===== config.mk =====
export PLATFORM = sky130hd
export DESIGN_NAME = mixcol_engine
export DESIGN_NICKNAME = d
export VERILOG_FILES = /design/src/rtl/mixcol_pkg.sv /design/src/rtl/mixcol_column.sv /design/src/rtl/mixcol_engine.sv
export SDC_FILE = /design/constraint.sdc
export NUM_CORES = 1
export LEC_CHECK = 0
export BUFFER_PORTS_ARGS = -buffer_cell sky130_fd_sc_hd__buf_2
export CAP_MARGIN = 20
export CORE_ASPECT_RATIO = 2
export CORE_UTILIZATION = 40
export CTS_CLUSTER_SIZE = 10
export DETAILED_ROUTE_END_ITERATION = 7
export GPL_TIMING_DRIVEN = 1
export SETUP_SLACK_MARGIN = 0.4
export SLEW_MARGIN = 20
export SYNTH_ARGS = -nofsm -noshare
export SYNTH_HDL_FRONTEND = slang
export SYNTH_SLANG_ARGS = --single-unit

===== constraint.sdc =====
create_clock -name clk -period 2 [get_ports clk]
set_input_delay 0.6 -clock clk [delete_from_list [all_inputs] [get_ports clk]]
set_output_delay 0.6 -clock clk [all_outputs]
set_load 0.03 [all_outputs]

===== src/rtl/mixcol_pkg.sv =====
// Shared types and GF(2^8) helpers for the MixColumns engine.
package mixcol_pkg;

   typedef enum logic [1:0] {
      IDLE = 2'd0,
      BUSY = 2'd1,
      DONE = 2'd2
   } mc_state_e;

   // Low byte of the AES reduction polynomial 0x11B, folded in on overflow.
   localparam logic [7:0] GF_RED = 8'h1B;

   function automatic logic [7:0] x2(input logic [7:0] b);
      return {b[6:0], 1'b0} ^ (b[7] ? GF_RED : 8'h00);
   endfunction

   function automatic logic [7:0] x3(input logic [7:0] b);
      return x2(b) ^ b;
   endfunction

   function automatic logic [7:0] x9(input logic [7:0] b);
      return x2(x2(x2(b))) ^ b;
   endfunction

   function automatic logic [7:0] x0B(input logic [7:0] b);
      return x2(x2(x2(b))) ^ x2(b) ^ b;
   endfunction

   function automatic logic [7:0] x0D(input logic [7:0] b);
      return x2(x2(x2(b))) ^ x2(x2(b)) ^ b;
   endfunction

   function automatic logic [7:0] x0E(input logic [7:0] b);
      return x2(x2(x2(b))) ^ x2(x2(b)) ^ x2(b);
   endfunction

endpackage


===== src/rtl/mixcol_column.sv =====
// One 32-bit column through MixColumns or InvMixColumns; row 0 is the top byte.
module mixcol_column
   import mixcol_pkg::*;
(
   input  logic [31:0] col_i,
   input  logic        inv_i,
   output logic [31:0] col_o
);

   logic [7:0]  a0, a1, a2, a3;
   logic [31:0] fwd;
   logic [31:0] inv;

   assign {a0, a1, a2, a3} = col_i;

   // Forward circulant {02 03 01 01}.
   assign fwd = {x2(a0) ^ x3(a1) ^ a2     ^ a3,
                 a0     ^ x2(a1) ^ x3(a2) ^ a3,
                 a0     ^ a1     ^ x2(a2) ^ x3(a3),
                 x3(a0) ^ a1     ^ a2     ^ x2(a3)};

   // Inverse circulant {0E 0B 0D 09}.
   assign inv = {x0E(a0) ^ x0B(a1) ^ x0D(a2) ^ x9(a3),
                 x9(a0)  ^ x0E(a1) ^ x0B(a2) ^ x0D(a3),
                 x0D(a0) ^ x9(a1)  ^ x0E(a2) ^ x0B(a3),
                 x0B(a0) ^ x0D(a1) ^ x9(a2)  ^ x0E(a3)};

   assign col_o = inv_i ? inv : fwd;

endmodule


===== src/rtl/mixcol_engine.sv =====
// MixColumns / InvMixColumns engine with valid/ready on both sides.
//
//   state | meaning
//   IDLE  | waiting for a block, s_ready high
//   BUSY  | transforming COLS_PER_CYCLE columns per cycle in the working register
//   DONE  | result held on m_state with m_valid high until m_ready
//
// With COLS_PER_CYCLE=4 the whole block is transformed in the accept cycle and
// registered straight into DONE, so BUSY is never visited.
module mixcol_engine
   import mixcol_pkg::*;
#(
   parameter int COLS_PER_CYCLE = 4
) (
   input  logic         clk,
   input  logic         reset_n,
   input  logic         s_valid,
   output logic         s_ready,
   input  logic         s_inv,
   input  logic [127:0] s_state,
   output logic         m_valid,
   input  logic         m_ready,
   output logic [127:0] m_state
);

   if (COLS_PER_CYCLE != 1 && COLS_PER_CYCLE != 2 && COLS_PER_CYCLE != 4) begin : g_bad_cfg
      $error("mixcol_engine: COLS_PER_CYCLE must be 1, 2 or 4");
   end

   localparam bit         ONE_SHOT = (COLS_PER_CYCLE == 4);
   localparam logic [1:0] LAST_CNT = 2'(4 / COLS_PER_CYCLE - 1);

   mc_state_e    state_q;
   logic [1:0]   cnt_q;
   logic [127:0] work_q;
   logic [127:0] work_d;
   logic [127:0] m_state_q;
   logic         m_valid_q;
   logic         inv_q;
   logic         live_q;
   logic         accept;

   logic [127:0] src_blk;
   logic         col_inv;
   logic [1:0]   col_idx [COLS_PER_CYCLE];
   logic [31:0]  col_in  [COLS_PER_CYCLE];
   logic [31:0]  col_out [COLS_PER_CYCLE];

   function automatic logic [31:0] col_sel(input logic [127:0] blk, input logic [1:0] idx);
      logic [31:0] c;
      case (idx)
         2'd0:    c = blk[127:96];
         2'd1:    c = blk[95:64];
         2'd2:    c = blk[63:32];
         default: c = blk[31:0];
      endcase
      return c;
   endfunction

   // Single-cycle mode works on the incoming block; otherwise on the latched copy.
   assign src_blk = ONE_SHOT ? s_state : work_q;
   assign col_inv = ONE_SHOT ? s_inv   : inv_q;

   // Column selection: slot j handles column counter*COLS_PER_CYCLE + j.
   always_comb begin
      for (int j = 0; j < COLS_PER_CYCLE; j++) begin
         col_idx[j] = cnt_q * 2'(COLS_PER_CYCLE) + 2'(j);
         col_in[j]  = col_sel(src_blk, col_idx[j]);
      end
   end

   for (genvar g = 0; g < COLS_PER_CYCLE; g++) begin : g_col
      mixcol_column u_col (
         .col_i (col_in[g]),
         .inv_i (col_inv),
         .col_o (col_out[g])
      );
   end

   // Write transformed columns back over their slots in the working block.
   always_comb begin
      work_d = work_q;
      for (int j = 0; j < COLS_PER_CYCLE; j++) begin
         case (col_idx[j])
            2'd0:    work_d[127:96] = col_out[j];
            2'd1:    work_d[95:64]  = col_out[j];
            2'd2:    work_d[63:32]  = col_out[j];
            default: work_d[31:0]   = col_out[j];
         endcase
      end
   end

   // Ready is held low until the first edge after reset release.
   always_comb begin
      s_ready = 1'b0;
      if (live_q) begin
         case (state_q)
            IDLE:    s_ready = 1'b1;
            DONE:    s_ready = m_ready;
            default: s_ready = 1'b0;
         endcase
      end
   end

   assign accept  = s_valid && s_ready;
   assign m_valid = m_valid_q;
   assign m_state = m_state_q;

   // Control FSM, working register and registered outputs.
   always_ff @(posedge clk or negedge reset_n) begin
      if (!reset_n) begin
         state_q   <= IDLE;
         cnt_q     <= '0;
         work_q    <= '0;
         m_state_q <= '0;
         m_valid_q <= 1'b0;
         inv_q     <= 1'b0;
         live_q    <= 1'b0;
      end else begin
         live_q <= 1'b1;
         if (accept) begin
            inv_q <= s_inv;
            cnt_q <= '0;
            if (ONE_SHOT) begin
               work_q    <= work_d;
               m_state_q <= work_d;
               m_valid_q <= 1'b1;
               state_q   <= DONE;
            end else begin
               work_q    <= s_state;
               m_valid_q <= 1'b0;
               state_q   <= BUSY;
            end
         end else begin
            case (state_q)
               BUSY: begin
                  work_q <= work_d;
                  if (cnt_q == LAST_CNT) begin
                     m_state_q <= work_d;
                     m_valid_q <= 1'b1;
                     cnt_q     <= '0;
                     state_q   <= DONE;
                  end else begin
                     cnt_q <= cnt_q + 2'd1;
                  end
               end
               DONE: begin
                  if (m_ready) begin
                     m_valid_q <= 1'b0;
                     state_q   <= IDLE;
                  end
               end
               default: ;
            endcase
         end
      end
   end

endmodule


Word-level counts from Yosys, hierarchy flattened
Cells that the tools add are included.
- add/subtract/negate cells: 1
- eq/ne operators: 4
- mux-type cells: 68
- bitwise logic cells: 256
- reductions and logical operators: 8
- operator list (kind ; count):
    $xor 8x8->8 ; 249
    $mux 128 ; 3
    $mux 5 ; 48
    $mux 32 ; 4
    $xor 8x5->8 ; 7
    $mux 2 ; 6
    $ne 3x3->1 const B ; 2
    $logic_not 2->1 ; 2
    $mux 1 ; 4
    $pmux 1 s2 ; 2
    $pmux 2 s2 ; 1
    $reduce_bool 2->1 ; 2
    $reduce_and 3->1 ; 1
    $reduce_bool 3->1 ; 1
    $add 2x1->2 const B ; 1
    $eq 2x1->1 const B ; 1
    $eq 2x2->1 const B ; 1
    $reduce_and 2->1 ; 1
    $logic_and 1x1->1 ; 1
- register bits after elaboration: 134

Logic depth before layout (Yosys ltp)
- depth in word-level cells: 15
- gate-level depth with buffers: 8
- gate-level depth less buffers: 7

Modules after synthesis
From an unflattened synthesis, not the netlist that was laid out.
- cell total of the unflattened synthesis: 1366
- area, all modules: 15538.7 um^2
- by module, submodules not included (module ; instances ; cells an instance ; area each (um^2) ; sequential area each (um^2)):
    mixcol_column ; 4 ; 272 ; 2523.7 ; 0.0
    mixcol_engine ; 1 ; 278 ; 5444.0 ; 3253.1

Worst setup path after synthesis
OpenSTA, ideal clock, no wires.
- kind: in2reg
- start point: in s_state[15]
- end point: reg m_state_q[3], in the netlist m_state[3]
- arrival: 2.374 ns
- required time: 1.875 ns
- slack: -0.498 ns
- cell stages on the path: 8
- path buffers: 1
- cells stage by stage: buf_4 -> xor2_4 -> xnor3_1 -> xor2_1 -> xnor2_1 -> o21a_1 -> xnor2_1 -> mux2_2
- cells in the longest elaborated chain, start to end: 11
- ends and longest elaborated chain (item ; RTL line ; text):
    start, declared ; mixcol_engine.sv:20 ; input logic [127:0] s_state,
    $mux 5 (*) ; mixcol_pkg.sv:14 ; return {b[6:0], 1'b0} ^ (b[7] ? GF_RED : 8'h00);
    $xor 8x8->8 (*) (3 in a row) ; mixcol_pkg.sv:14 ;
    $xor 8x8->8 (*) ; mixcol_pkg.sv:22 ; return x2(x2(x2(b))) ^ b;
    $xor 8x8->8 (*) (2 in a row) ; mixcol_column.sv:26 ; x0B(a0) ^ x0D(a1) ^ x9(a2) ^ x0E(a3)};
    $mux 32 (*) ; mixcol_column.sv:28 ; assign col_o = inv_i ? inv : fwd;
    $mux 128 ; mixcol_engine.sv:138 ; if (cnt_q == LAST_CNT) begin
    $mux 128 ; mixcol_engine.sv:135 ; case (state_q)
    $mux 128 (*) ; mixcol_engine.sv:121 ; if (accept) begin
    end signal, assigned ; mixcol_engine.sv:126 ; m_state_q <= work_d;
    end signal, assigned ; mixcol_engine.sv:139 ; m_state_q <= work_d;
    end, declared ; mixcol_engine.sv:37 ; logic [127:0] m_state_q;
Mark *: on every way between the ends. The rest lies on a longest branch, timed or not. The select of a mux whose other input is x is not followed.
A chain may end at the register's enable or synchronous reset.

Worst setup path after layout
- start point: in s_state[26]
- end point: reg m_state_q[28], in the netlist m_state[28]
- cells in the longest elaborated chain, start to end: 11
- ends and longest elaborated chain (item ; RTL line ; text):
    $xor 8x8->8 (*) (2 in a row) ; mixcol_pkg.sv:14 ;
    $xor 8x8->8 (*) (2 in a row) ; mixcol_pkg.sv:34 ; return x2(x2(x2(b))) ^ x2(x2(b)) ^ x2(b);
    $xor 8x8->8 (*) (3 in a row) ; mixcol_column.sv:23 ; assign inv = {x0E(a0) ^ x0B(a1) ^ x0D(a2) ^ x9(a3),
    $mux 32 (*) ; mixcol_column.sv:28 ;
    $mux 128 ; mixcol_engine.sv:138 ;
    $mux 128 ; mixcol_engine.sv:135 ;
    $mux 128 (*) ; mixcol_engine.sv:121 ;
Marks and branches as above.

==> results.txt <==
- Outcome: finished, violations left
- The checks that failed: negative setup slack.
* Overall power: 25.4 mW
- In the final layout, the share of cells above drive strength 1 is 56.3%.
* Worst clock skew on the final layout: 0.0127 ns
- Maximum frequency from static timing analysis: 491 MHz
- The average instance in the mapped netlist occupies 9.51 µm².
- For this run the aggregate overflow at the end of global routing stands at 0.
* Number of hold violations in the final report: 0
- Number of optimization iterations in the first detailed-route pass: 5
- Dominant delay contributor by cell family on the critical path: XOR/XNOR gates
- Library cell with the largest summed area after synthesis: xnor2_1
- The tree is rooted in a clkbuf_16.
- The sequential cells in the finished layout cover a total of 3260 µm².
- After routing, the total negative slack on setup checks comes to -0.0456 ns.
- Net count after synthesis: 1604
- Across all setup checks in the final design, the least slack found is -0.0354 ns.
* Core outline area: 34400 µm²
- Global routing consumed, on the met1 layer, 25.7% of the routing resources.
- Syn-to-layout area delta: 82.9%
- The die covers 35800 µm².
- Most area-consuming cells after synthesis: xnor2_1 (37%), dfrtp_1 (23%), xor2_1 (12%)
* Maximum number of pins on one net before global-route repair: 57
- Clock Latency Late Sink: 0.45 ns
- The clock passes through at most 2 buffers.
- In this run, the number of DRC markers left after iteration 0 of detailed routing was 527.
* Worst Path Class, Setup: input port to flip-flop
- CP endpoint kind: flip-flop
- TritonCTS built the clock tree.
* Sequential power share: 17.8%
- Post-CTS Hold Buffers: 0
- Net Sw Power: 11.0 mW
- In this run the static leakage power is 11.6 nW.
- Antenna-violating nets left: 0
- For this run, the leading register cell type out of synthesis is dfrtp_1.
- Summing over every cut layer, the via total after detailed routing is 12700.
- For this run, global-route usage on met3 was measured as 3.57%.
- Detailed placement ended at an HPWL of 38800 µm.
- Num Clock Sinks: 130
- The total count of max-transition violations in the final report is 0.
- Overall die width: 134 µm
- 263 I/O pins were placed.
- VDD IR max: 824 µV
* Share of flip-flops with an asynchronous set or reset after synthesis: 100%
- Yosys mapped a number of flops with a built-in enable equal to 0.
* Maximum fanout encountered on the critical timing path: 3
- Filler cell count: 2197
- Combinational share of power: 70.0%
* Hold Worst Slack: 0.0437 ns
- In this run, synthesis produced a sequential element count of 130.
- After global routing, the most crowded layer is met2.
* Setup-violating endpoint count in the final report: 2
* Number of global-route vias before repair: 13400
- Timing analysis after detailed placement gives a worst setup slack of -0.600 ns.
- Sorting the synthesized cells by how often they occur yields xnor2_1 (584), xor2_1 (186), nand2_1 (154).
* Most frequently used cell type in the post-synthesis netlist: xnor2_1
* Average wire length per cell after detail routing: 19.7 µm
* Part of the cycle the worst path needs: 102%
- Routability-driven placement finished with a final weighted congestion of 0.917.
- Met2 Use GR: 56.9%
* Maximum single-stage delay on the critical path: 0.49 ns
- Register clock-pin slew on the reported worst setup and hold paths: 0.07 ns
* Sequential cell area fraction in the yosys report: 23.3%
* Cells after Synth: 1471
- Final #Nets: 2326
- Total Wirelength: 52200 µm
- Number of buffers created by CTS: 17
* Total global routing track utilization: 28.1%
- H-Tree Level Count: 4
* Mapped cell area: 14000 µm²
* Cells along the critical path: buf_6 > xnor3_2 > xnor2_4 > buf_6 > xnor3_1 > xnor2_1 > a21oi_1 > xnor2_1 > o21ai_1
- The number of antenna violations at the first check in global routing was 1.
- Number of warnings issued by yosys: 0
* Class of the tightest hold or removal check: input port to asynchronous set/reset pin
* Port buffer count: 262
* R2r endpoint: m_state[107]
- Chip Height: 266 µm
* Count of different cell masters after synthesis: 33
- Switching share of total power: 43.3%
- Setup slack of the most critical reg-to-reg path: 0.44 ns
- Count of unresolved DRC violations after routing: 0
* Avg Vias per Cell: 4.78
- Setup repair after global routing could not meet its margin everywhere.
- Origin of the worst setup path: s_state[26]
* Internal power: 14.4 mW
- The number of buffers and inverters on the critical path is 2.
- Required time worst endpoint: 2.33 ns
- Number of maximum-capacitance constraint violations: 0
- The clock network is responsible for 12.2% of the overall power.
- Crit Reg-Reg Startpoint: m_valid
- In this run the core area contains 96 standard-cell rows.
* PwrDens: 994 nW/µm²
- Global-route wire length before repair: 74100 µm
- Minimum period implied by the final worst setup slack: 2.04 ns
* Cell with the largest stage delay on the worst path: xnor3_2
* Arrival time at the worst endpoint: 2.36 ns
- The initial utilization of the core area, before any placement, comes to 40.7%.
- Yosys top cell area share: 36.6%
- In the final layout, the multi-input gates occupy 13800 µm².
* Worst Reg-to-Reg Cells: 7
- Launching element type of the critical path: input port
## sequential cells by signal, indices dropped and copies added (netlist names)
name / cells
m_valid: 1
live_q: 1
m_state: 128
## layout make-up
class | count | share of cell area (%)
diodes | 1 | 0.00978
clock buffers | 18 | 1.68
clock inverters | 14 | 0.523
inverters | 1 | 0.0147
multi-input cells | 1222 | 53.9
flip-flops and latches | 130 | 12.7
well taps | 441 | 2.16
repair buffers | 821 | 29.0
## worst max-delay path by stage
stage | end | cells after the start | slack, ns
finish | m_state[28] | 9 | -0.04
global route | m_state[28] | 9 | -0.09
CTS | m_state[84] | 8 | -0.01
detailed placement | m_state[84] | 9 | -0.60
global placement | m_state[5] | 11 | -0.58
floorplan | m_state[3] | 8 | -0.34
## power by group through the flow
stage	Sequential [mW]	Combinational, mW	Clock, mW
5_1_grt	4.63	18.8	3.23
2_1_floorplan	6.44	7.39	0
3_5_place_dp	4.43	13.9	0
4_1_cts	4.46	16.2	3.14
6_report	4.52	17.8	3.10
3_3_place_gp	4.41	13.8	0
## cell families (layout without fill, tap and decap cells)
family | after synthesis | count (layout) | synth area share (%)
buffers and inverters | 119 | 854 | 4.31
AND/OR/NAND/NOR | 191 | 191 | 5.26
flip-flops | 130 | 130 | 23.3
XOR/XNOR | 845 | 845 | 59.8
other | 1 | 2 | 0.0268
AO/OA/AOI/OAI | 171 | 171 | 6.32
multiplexers | 14 | 14 | 1.02
## stage by stage
| step | instances | instance area, µm² | utilization (%) |
|---|---|---|---|
| after global routing | 2648 | 25600 | 74.5 |
| after CTS | 2587 | 23800 | 69.2 |
| after global placement | 2476 | 20200 | 58.9 |
| after floorplan | 1471 | 16200 | - |
| final | 2648 | 25600 | 74.5 |
| after detailed placement | 2476 | 20200 | 58.9 |
## timing repair
action | in CTS | in global routing
setup endpoints to repair | 252 | 256
buffers inserted | 79 | 60
gates resized for setup | 494 | 312
pin swaps | 288 | 228
## worst reg2reg max path, stage by stage (launching register included)
cell and delay (ns):
dfrtp_1 0.42, nand2b_4 0.08, and2_4 0.14, buf_4 0.13, nand2_8 0.08, nor2_2 0.40
a22oi_1 0.17, o21ai_2 0.09
## placed cells by master, fill, tap and decap left out, types with 77 or more instances in the layout
cell	count
o21ai_1	119
buf_2	111
nand2_1	139
buf_4	432
xor2_1	111
xnor2_1	365
dfrtp_1	127
buf_6	196
xnor2_4	77
xnor2_2	156
## layer usage
layer	up-vias	wire (µm)
li1	6004	-
met1	6132	16700
met2	358	30500
met3	159	1480
met4	0	3560
met5	-	0
No activity file was read; power rests on OpenSTA's default activity.
